`src/rtl/gpio_in_conditioner_pkg.sv`:
```
// Shared constants and the parity helper for the GPIO input conditioner.
// Also used by the AHB GPIO parity checker and the bench scoreboard.
package gpio_in_conditioner_pkg;

   localparam int GPIO_DATA_W          = 16;
   localparam int GPIO_DEBOUNCE_CYCLES = 4;
   localparam int GPIO_GLITCH_W        = 8;
   localparam int GPIO_PARITY_MAX_W    = 64;

   // odd=1 yields a parity bit that makes the total count of ones odd
   function automatic logic gpio_parity(
      input logic [GPIO_PARITY_MAX_W-1:0] data,
      input logic                         odd
   );
      return (^data) ^ odd;
   endfunction

endpackage

```
`src/rtl/gpio_in_conditioner_if.sv`:
```
// Pin-side and GPIOIN-side signal bundle of the GPIO input conditioner.
// master drives pins and controls; slave is the conditioner itself.
interface gpio_in_conditioner_if #(
   parameter int DATA_W   = 16,
   parameter int GLITCH_W = 8
);

   logic [DATA_W-1:0]   pin_in;
   logic                parity_sel;
   logic                inject_err;
   logic                glitch_clr;
   logic [DATA_W:0]     gpio_in;
   logic                change_pulse;
   logic [GLITCH_W-1:0] glitch_cnt;

   modport master (
      output pin_in,
      output parity_sel,
      output inject_err,
      output glitch_clr,
      input  gpio_in,
      input  change_pulse,
      input  glitch_cnt
   );

   modport slave (
      input  pin_in,
      input  parity_sel,
      input  inject_err,
      input  glitch_clr,
      output gpio_in,
      output change_pulse,
      output glitch_cnt
   );

endinterface

```
`src/rtl/gpio_in_conditioner_debounce_bit.sv`:
```
// One pin: 2-flop synchroniser, run-length debounce counter, glitch flag.
// update and glitch are combinational views of the decision taken this edge.
module gpio_in_conditioner_debounce_bit #(
   parameter int DEBOUNCE_CYCLES = 4
) (
   input  logic clk,
   input  logic reset,
   input  logic pin,
   output logic stable,
   output logic update,
   output logic glitch
);

   localparam int CW = $clog2(DEBOUNCE_CYCLES + 1);
   localparam logic [CW-1:0] CNT_LAST = CW'(DEBOUNCE_CYCLES - 1);

   logic          meta;
   logic          sync;
   logic [CW-1:0] cnt;
   logic          differ;

   always_ff @(posedge clk or posedge reset) begin
      if (reset) begin
         meta <= 1'b0;
         sync <= 1'b0;
      end else begin
         meta <= pin;
         sync <= meta;
      end
   end

   assign differ = (sync != stable);
   assign update = differ && (cnt == CNT_LAST);
   // a partial run that falls back to the stable level is a rejected glitch
   assign glitch = !differ && (cnt != '0);

   always_ff @(posedge clk or posedge reset) begin
      if (reset) begin
         stable <= 1'b0;
         cnt    <= '0;
      end else if (!differ) begin
         cnt <= '0;
      end else if (update) begin
         stable <= sync;
         cnt    <= '0;
      end else begin
         cnt <= cnt + CW'(1);
      end
   end

endmodule

```
`src/rtl/gpio_in_conditioner.sv`:
```
// Conditions raw GPIO pins into a debounced word plus parity for GPIOIN.
// Also reports stable changes and a saturating count of rejected glitches.
module gpio_in_conditioner
   import gpio_in_conditioner_pkg::*;
#(
   parameter int DATA_W          = GPIO_DATA_W,
   parameter int DEBOUNCE_CYCLES = GPIO_DEBOUNCE_CYCLES,
   parameter int GLITCH_W        = GPIO_GLITCH_W
) (
   input logic                  clk,
   input logic                  reset,
   gpio_in_conditioner_if.slave bus
);

   localparam int POP_W = $clog2(DATA_W + 1);
   localparam int SUM_W = GLITCH_W + POP_W;
   localparam logic [GLITCH_W-1:0] GLITCH_MAX = '1;

   logic [DATA_W-1:0]   stable_data;
   logic [DATA_W-1:0]   upd;
   logic [DATA_W-1:0]   glitch;
   logic [SUM_W-1:0]    glitch_sum;
   logic [GLITCH_W-1:0] glitch_next;
   logic [GLITCH_W-1:0] glitch_cnt;
   logic                change_pulse;
   logic                parity;

   for (genvar i = 0; i < DATA_W; i++) begin : g_bit
      gpio_in_conditioner_debounce_bit #(
         .DEBOUNCE_CYCLES(DEBOUNCE_CYCLES)
      ) u_bit (
         .clk   (clk),
         .reset (reset),
         .pin   (bus.pin_in[i]),
         .stable(stable_data[i]),
         .update(upd[i]),
         .glitch(glitch[i])
      );
   end

   // sum is wide enough that every bit glitching at once cannot wrap
   always_comb begin
      glitch_sum = SUM_W'(glitch_cnt);
      for (int i = 0; i < DATA_W; i++) begin
         glitch_sum = glitch_sum + SUM_W'(glitch[i]);
      end
      glitch_next = glitch_sum[GLITCH_W-1:0];
      if (glitch_sum > SUM_W'(GLITCH_MAX)) begin
         glitch_next = GLITCH_MAX;
      end
   end

   always_ff @(posedge clk or posedge reset) begin
      if (reset) begin
         change_pulse <= 1'b0;
         glitch_cnt   <= '0;
      end else begin
         change_pulse <= |upd;
         glitch_cnt   <= bus.glitch_clr ? '0 : glitch_next;
      end
   end

   // kept combinational so a per-cycle parity_sel change lands with no skew
   assign parity = gpio_parity(GPIO_PARITY_MAX_W'(stable_data),
                               bus.parity_sel) ^ bus.inject_err;

   assign bus.gpio_in      = {parity, stable_data};
   assign bus.change_pulse = change_pulse;
   assign bus.glitch_cnt   = glitch_cnt;

endmodule
```
`src/flat_wrapper.sv`:
```
// flat-port wrapper written by rule: the top's interface ports become plain ports
module gpio_in_conditioner_flat import gpio_in_conditioner_pkg::*;
#(
   parameter int DATA_W          = GPIO_DATA_W,
   parameter int DEBOUNCE_CYCLES = GPIO_DEBOUNCE_CYCLES,
   parameter int GLITCH_W        = GPIO_GLITCH_W
)
  (clk, reset, bus_pin_in, bus_parity_sel, bus_inject_err, bus_glitch_clr, bus_gpio_in, bus_change_pulse, bus_glitch_cnt);
  gpio_in_conditioner_if #(.DATA_W(DATA_W), .GLITCH_W(GLITCH_W)) bus_i ();
  input logic clk;
  input logic reset;
  input wire logic [$bits(bus_i.pin_in)-1:0] bus_pin_in;
  input wire logic [$bits(bus_i.parity_sel)-1:0] bus_parity_sel;
  input wire logic [$bits(bus_i.inject_err)-1:0] bus_inject_err;
  input wire logic [$bits(bus_i.glitch_clr)-1:0] bus_glitch_clr;
  output wire logic [$bits(bus_i.gpio_in)-1:0] bus_gpio_in;
  output wire logic [$bits(bus_i.change_pulse)-1:0] bus_change_pulse;
  output wire logic [$bits(bus_i.glitch_cnt)-1:0] bus_glitch_cnt;
  assign bus_i.pin_in = bus_pin_in;
  assign bus_i.parity_sel = bus_parity_sel;
  assign bus_i.inject_err = bus_inject_err;
  assign bus_i.glitch_clr = bus_glitch_clr;
  assign bus_gpio_in = bus_i.gpio_in;
  assign bus_change_pulse = bus_i.change_pulse;
  assign bus_glitch_cnt = bus_i.glitch_cnt;
  gpio_in_conditioner #(.DATA_W(DATA_W), .DEBOUNCE_CYCLES(DEBOUNCE_CYCLES), .GLITCH_W(GLITCH_W)) u_core (.clk(clk), .reset(reset), .bus(bus_i));
endmodule
```
`config.mk`:
```
export PLATFORM = sky130hd
export DESIGN_NAME = gpio_in_conditioner_flat
export DESIGN_NICKNAME = d
export VERILOG_FILES = /design/src/rtl/gpio_in_conditioner_pkg.sv /design/src/rtl/gpio_in_conditioner_if.sv /design/src/rtl/gpio_in_conditioner_debounce_bit.sv /design/src/rtl/gpio_in_conditioner.sv /design/src/flat_wrapper.sv
export SDC_FILE = /design/constraint.sdc
export NUM_CORES = 1
export LEC_CHECK = 0
export BUFFER_PORTS_ARGS = -buffer_cell sky130_fd_sc_hd__buf_2
export CORE_MARGIN = 2
export CORE_UTILIZATION = 40
export DETAILED_ROUTE_END_ITERATION = 8
export GPL_TIMING_DRIVEN = 0
export PLACE_DENSITY = 0.58
export SYNTH_ARGS = -nofsm -noshare
export SYNTH_HDL_FRONTEND = slang
export SYNTH_HIERARCHICAL = 1
export SYNTH_SLANG_ARGS = --single-unit
```
`constraint.sdc`:
```
create_clock -name clk -period 11.3 [get_ports clk]
set_input_delay 2.26 -clock clk [delete_from_list [all_inputs] [get_ports clk]]
set_output_delay 2.26 -clock clk [all_outputs]
set_load 0.02 [all_outputs]
```
==> impl_results.md, run 1 <==
* Status: complete, no violations
* PortBufs at 45
* DR iter-0 viols at 124
* Gate Count Post-Synth at roughly 440
* Slew headroom at 0.667
* Vias in the first global route at between 3000 and 4000
* Fin worst setup slack at roughly 5.5 ns
* CP startpoint kind: input pin
* Initial antenna violation count at 0
* Via total after detailed routing at between 3000 and 4000
* Period minus WS final at between 5 and 6 ns
* Die Wd at approximately 120 µm
* Syn_area_per_cell at 12.1 µm²
* Num rows at around 40
* Final hold vios at 0
* Max cap viols at 0
* Crit path DAT at 3.55 ns
* Commonest cells after routing, fill and taps aside: dfrtp_1, inv_1, buf_2
* Post_cts resized at 0
* Worst-margin pin slew at about 0.5 ns
* Vias per std cell at ~4.5
* Fin. max-slew vios at 0
* Die H at 119 µm
* Setup_tns at 0 ns
* GPL Wtd Cong at around 0.74
* Net count, final at approximately 570
* Setup bufs post-CTS at 0
* Worst-path clk slew at approximately 0.070 ns
* Max Freq at 0.172 GHz
* Setup Viol. Count Final at 0
* Synthesized Nets at between 500 and 600
* Area growth syn-to-layout at 13.7%
* Synthesized area at 5260 µm²
* Largest net degree at the start of global routing at 19
* GR Util All Layers at 0.146
* Warnings from Yosys at 6
* Hold_buf cts at 0
* Antenna Nets Post-Route at 0
* RSZ-0062 raised after global routing: false
* Worst skew pair latency at roughly 0.35 ns
* DR pass1 iterations at 4
* Yosys cell types at 29
* H-Tree Level Count at 3
* Post-synthesis sequential area ratio at 0.500
* CTS tree: yes
* Worst EP required at 9.04 ns
* DPL Wire Length at 6.84 mm
* #FFs+latches synth at about 110
* I/O Pins at 47
* Share of cells above drive strength 1 at 0.229
* Detailed Route WL at approximately 8.7 mm
* CTS max path bufs at 2
* # DRC at 0
* R2r worst-path depth at 16
* Worst setup EP type: output port
* Final global-route overflow total at 0
* Ant diodes at 0
* Global-route wire length before repair at 16.0 mm
* Core Area at 12700 µm²
* Clock sinks at around 110
* Critical path peak fanout at 1
* Worst setup path class: input pin to output port
* Die Area at 14100 µm²
* Number of buffers created by CTS at 9
* Hold path cells at 0
* Routed WL per cell at approximately 13 µm
* Clk root buf: clkbuf_16
* Dpl ws at approximately 5.5 ns
* Commonest non-fill, non-tap cell in the layout: dfrtp_1
* Tcrit/Tclk final at 0.514
* Clock Skews at 0.00931 ns
* Starting Density at 0.413
* Hold Path Class: flip-flop to flip-flop
[metal layers]
| layer | vias to the layer above | track usage | part of all wire |
|---|---|---|---|
| met4 | 0 | 0.0603 | 0.020 |
| met3 | 13 | 0.0362 | 0.032 |
| met5 | - | 0 | 0 |
| li1 | 1472 | - | - |
| met1 | 1508 | 0.182 | 0.46 |
| met2 | 42 | 0.240 | 0.49 |
[through the flow]
stage	std cells	area (µm²)	hold slack, ns	util
after detailed placement	653	5700	0.335	0.448
after global routing	669	5980	0.351	0.470
after CTS	669	5980	0.349	0.470
after floorplan	436	5260	0.331	-
final	669	5980	0.349	0.470
after global placement	653	5700	0.333	0.448
[sequential cells by signal, indices dropped and copies added, names as in the netlist]
register / cells
u_core/g_bit.u_bit/stable: 16
u_core/bus.glitch_cnt: 8
u_core/g_bit.u_bit/meta: 16
u_core/g_bit.u_bit/sync: 16
u_core/bus.change_pulse: 1
u_core/g_bit.u_bit/cnt: 48
[kinds of logic after synthesis]
logic type | count (synthesis) | share of synthesized area
flops | 105 | 0.500
buf+inv | 98 | 0.0707
simple gates | 98 | 0.132
fa+ha+maj | 52 | 0.141
xor+xnor | 35 | 0.0811
compound gates | 32 | 0.0412
mux | 16 | 0.0343
[worst max-delay path, cell delays in order]
cell and delay (ns):
buf_2 0.10, xor2_1 0.16, xnor2_1 0.26, xnor2_1 0.12, xnor2_1 0.23, xnor2_1 0.15
buf_4 0.12, buf_2 0.15
[worst paths after layout]
path,from,to,slack [ns]
max,bus_inject_err,bus_gpio_in[16],5.49
min reg2reg,u_core/g_bit[1].u_bit/meta,u_core/g_bit[1].u_bit/sync,0.35
max reg2reg,u_core/g_bit[0].u_bit/stable,u_core/bus.glitch_cnt[5],6.52
min,u_core/g_bit[1].u_bit/meta,u_core/g_bit[1].u_bit/sync,0.35
max in group asynchronous,reset,u_core/bus.glitch_cnt[5],8.96
min in group asynchronous,reset,u_core/g_bit[8].u_bit/meta,2.02
[layout make-up]
class,count,area [µm²]
fill,1232,6740
buffer,2,11.3
clock inverter,7,55.1
inverter,96,360
tap,172,215
clock buffer,9,225
multi-input combinational,233,2260
timing repair buffer,45,225
sequential,105,2630
[synthesized netlist by cell type]
cell type,number,share of area
a21boi_1,16,0.023
nand2_1,1,0.00071
nor3_1,33,0.031
inv_1,96,0.069
clkbuf_1,1,0.00071
xor2_1,4,0.0067
o21ai_0,2,0.0019
nor4_1,4,0.0048
nand3_1,2,0.0019
a21o_1,2,0.0029
nor2b_4,16,0.042
dfrtp_1,105,0.50
ha_1,40,0.095
a21oi_2,1,0.0017
o311ai_0,1,0.0017
xnor2_1,15,0.025
xnor2_2,16,0.049
nor2_1,1,0.00071
nor3_2,1,0.0019
buf_4,1,0.0014
mux2_2,16,0.034
nor2b_1,34,0.040
and4_4,1,0.0021
nand2b_1,2,0.0024
o41ai_1,1,0.0017
a21oi_1,9,0.0086
fa_1,12,0.046
or2_4,1,0.0017
nand4_1,2,0.0024
Power of run 1 is not shown: default switching activity piles up to over one toggle a cycle in this logic, so the estimate is an artifact.
==> run 2: changes to the inputs <==
--- a/config.mk
+++ b/config.mk
@@ -10,7 +10,7 @@
 export CORE_UTILIZATION = 40
 export DETAILED_ROUTE_END_ITERATION = 8
 export GPL_TIMING_DRIVEN = 0
-export PLACE_DENSITY = 0.58
+export PLACE_DENSITY = 0.61
 export SYNTH_ARGS = -nofsm -noshare
 export SYNTH_HDL_FRONTEND = slang
 export SYNTH_HIERARCHICAL = 1
==> constraint.sdc (replaced) <==
create_clock -name clk -period 4.7 [get_ports clk]
set_input_delay 0.94 -clock clk [delete_from_list [all_inputs] [get_ports clk]]
set_output_delay 0.94 -clock clk [all_outputs]
set_load 0.02 [all_outputs]
==> run 2 against run 1 <==
Compared with the run above: clock skew shrank 0.0016 ns; flip-flop and latch count is the same; die area stayed put; worst hold slack worse by 0.0064 ns.
==> impl_results.md, run 2 (synthesized netlist as in run 1, its figures left out) <==
* Detailed Route WL at 8.76 mm (+0.48%)
* Commonest cells after routing, fill and taps aside: dfrtp_1, inv_1, buf_2
* Worst skew pair latency at 0.35 ns (about the same)
* Vias per std cell at 4.45 (-2.0%)
* DR iter-0 viols at 48 (-61%)
* Initial antenna violation count at 0 (unchanged)
* Crit path DAT at 4.80 ns (+1.25 ns)
* Routed WL per cell at 12.8 µm (-2.0%)
* Met3 routed WL at 366 µm (+32%)
* Final global-route overflow total at 0 (unchanged)
* # DRC at 0 (unchanged)
* DPL Wire Length at 6.64 mm (-2.8%)
* Critical path peak fanout at 4 (+3)
* Worst setup path class: flip-flop to flip-flop
* Hold Path Class: flip-flop to flip-flop
* Clock Skews at 0.00768 ns (-0.00163 ns)
* Tcrit/Tclk final at 0.976
* Global-route wire length before repair at 15.0 mm (-6.5%)
* Antenna Nets Post-Route at 0 (unchanged)
* CP startpoint kind: flip-flop
* Area growth syn-to-layout at 17.8%
* GR Util All Layers at 0.136 (-0.00985)
* Commonest non-fill, non-tap cell in the layout: dfrtp_1
* Largest net degree at the start of global routing at 18 (-1)
* Hold Slack at 0.342 ns (-0.00640 ns)
* Clock sinks at 105 (unchanged)
* Register area at 2630 µm² (+0.19%)
* R2r endpoint: u_core/bus.glitch_cnt[6]
* Max cap viols at 0 (unchanged)
* R2r worst-path depth at 16 (unchanged)
* Hold_buf cts at 0 (unchanged)
* Via total after detailed routing at 3051 (+0.53%)
* Max Freq at between 0.2 and 0.25 GHz
* Die H at 119 µm (unchanged)
* CTS max path bufs at 2 (unchanged)
* CTS tree: yes
* Num rows at 41 (unchanged)
* Routed wl met2 at 4.16 mm (-2.6%)
* H-Tree Level Count at 3 (unchanged)
* RSZ-0062 raised after global routing: true
* Number of buffers created by CTS at 9 (unchanged)
* Share of cells above drive strength 1 at 0.288 (+0.0586)
* Setup Viol. Count Final at 0 (unchanged)
* Ant diodes at 0 (unchanged)
* Worst-path clk slew at 0.07 ns (about the same)
* Hold_sp: u_core/g_bit[4].u_bit/meta
* Die Wd at 119 µm (unchanged)
* Worst-margin pin slew at 0.484 ns (-0.0102 ns)
* Worst setup EP type: flip-flop
* Worst Setup EP: u_core/bus.glitch_cnt[6]
* Period minus WS final at 4.59 ns
* PortBufs at 45 (unchanged)
* Metal-1 WL at 4.05 mm (+1.7%)
* DR pass1 iterations at 4 (unchanged)
* Fin. max-slew vios at 0 (unchanged)
* R2r setup slk at 0.11 ns (-6.41 ns)
* Clk root buf: clkbuf_16
* CP startpoint: u_core/g_bit[12].u_bit/stable
* Largest register FFs at 48 (unchanged)
* Final hold vios at 0 (unchanged)
* Net count, final at 582 (+3.0%)
* Core Area at 12700 µm² (unchanged)
* GPL Wtd Cong at 0.714 (-3.5%)
* Slew headroom at 0.674 (+0.00687)
* Status: complete, no violations
* RR Startpoint: u_core/g_bit[12].u_bit/stable
* Worst EP required at 4.91 ns (-4.13 ns)
* Multi-input gate area at 2340 µm² (+3.5%)
* Vias in the first global route at 3250 (-4.6%)
* Top reg by flops: u_core/g_bit.u_bit/cnt
* Starting Density at 0.413 (unchanged)
* I/O Pins at 47 (unchanged)
* Die Area at 14100 µm² (unchanged)
* Top sig layer: met4
* Fillers at 1198 (-2.8%)
## run 2: through the flow
stage                      util  setup WS (ns)  instance area (µm²)  setup TNS (ns)  std cells
after detailed placement  0.448         -0.148                 5700          -0.878        653
after global placement    0.448        -0.0754                 5700          -0.486        653
final                     0.487          0.115                 6200               0        686
after CTS                 0.476        0.00210                 6060               0        677
after global routing      0.487         -0.141                 6200          -0.627        686
after floorplan               -          0.129                 5260               0        436
## run 2: worst max-delay path, stage by stage (launching register included)
cell and delay, ns:
dfrtp_2 0.43, xnor2_2 0.22, a21boi_2 0.22, fa_1 0.44
inv_1 0.08, fa_1 0.43, fa_1 0.49, fa_1 0.57
fa_2 0.23, inv_2 0.04, fa_2 0.35, a21o_1 0.18
a21oi_2 0.18, nor2b_2 0.07, or2_4 0.26, a21oi_1 0.18
nor3_2 0.06
## run 2: layout make-up
type,count,share of cell area
Sequential cell,105,0.425
Multi-Input combinational cell,233,0.377
Inverter,96,0.0581
Timing Repair Buffer,62,0.0569
Clock buffer,11,0.0376
Tap cell,172,0.0347
Clock inverter,5,0.00868
Buffer,2,0.00182
## run 2: timing repair
item                                    4_1_cts  5_1_grt
setup buffers                                 8        9
pin swaps                                     7       17
endpoints found under the setup margin        8        8
hold endpoints to repair                      0        0
resized for setup                             4       21
## run 2: routing by layer
metal  vias to the layer above  global-route usage
met4                         0              0.0476
li1                       1507                   -
met1                      1480               0.172
met2                        50               0.220
met3                        14              0.0420
met5                         -                   0
## run 2: worst min-delay path by stage
stage          cells after the start  slack [ns]                         end
6_report                           0        0.34  u_core/g_bit[4].u_bit/sync
3_5_place_dp                       0        0.34  u_core/g_bit[5].u_bit/sync
5_1_grt                            0        0.34  u_core/g_bit[4].u_bit/sync
2_1_floorplan                      0        0.33  u_core/g_bit[0].u_bit/sync
3_3_place_gp                       0        0.33  u_core/g_bit[4].u_bit/sync
4_1_cts                            0        0.35  u_core/g_bit[4].u_bit/sync
Power of run 2 is left out for the same reason.
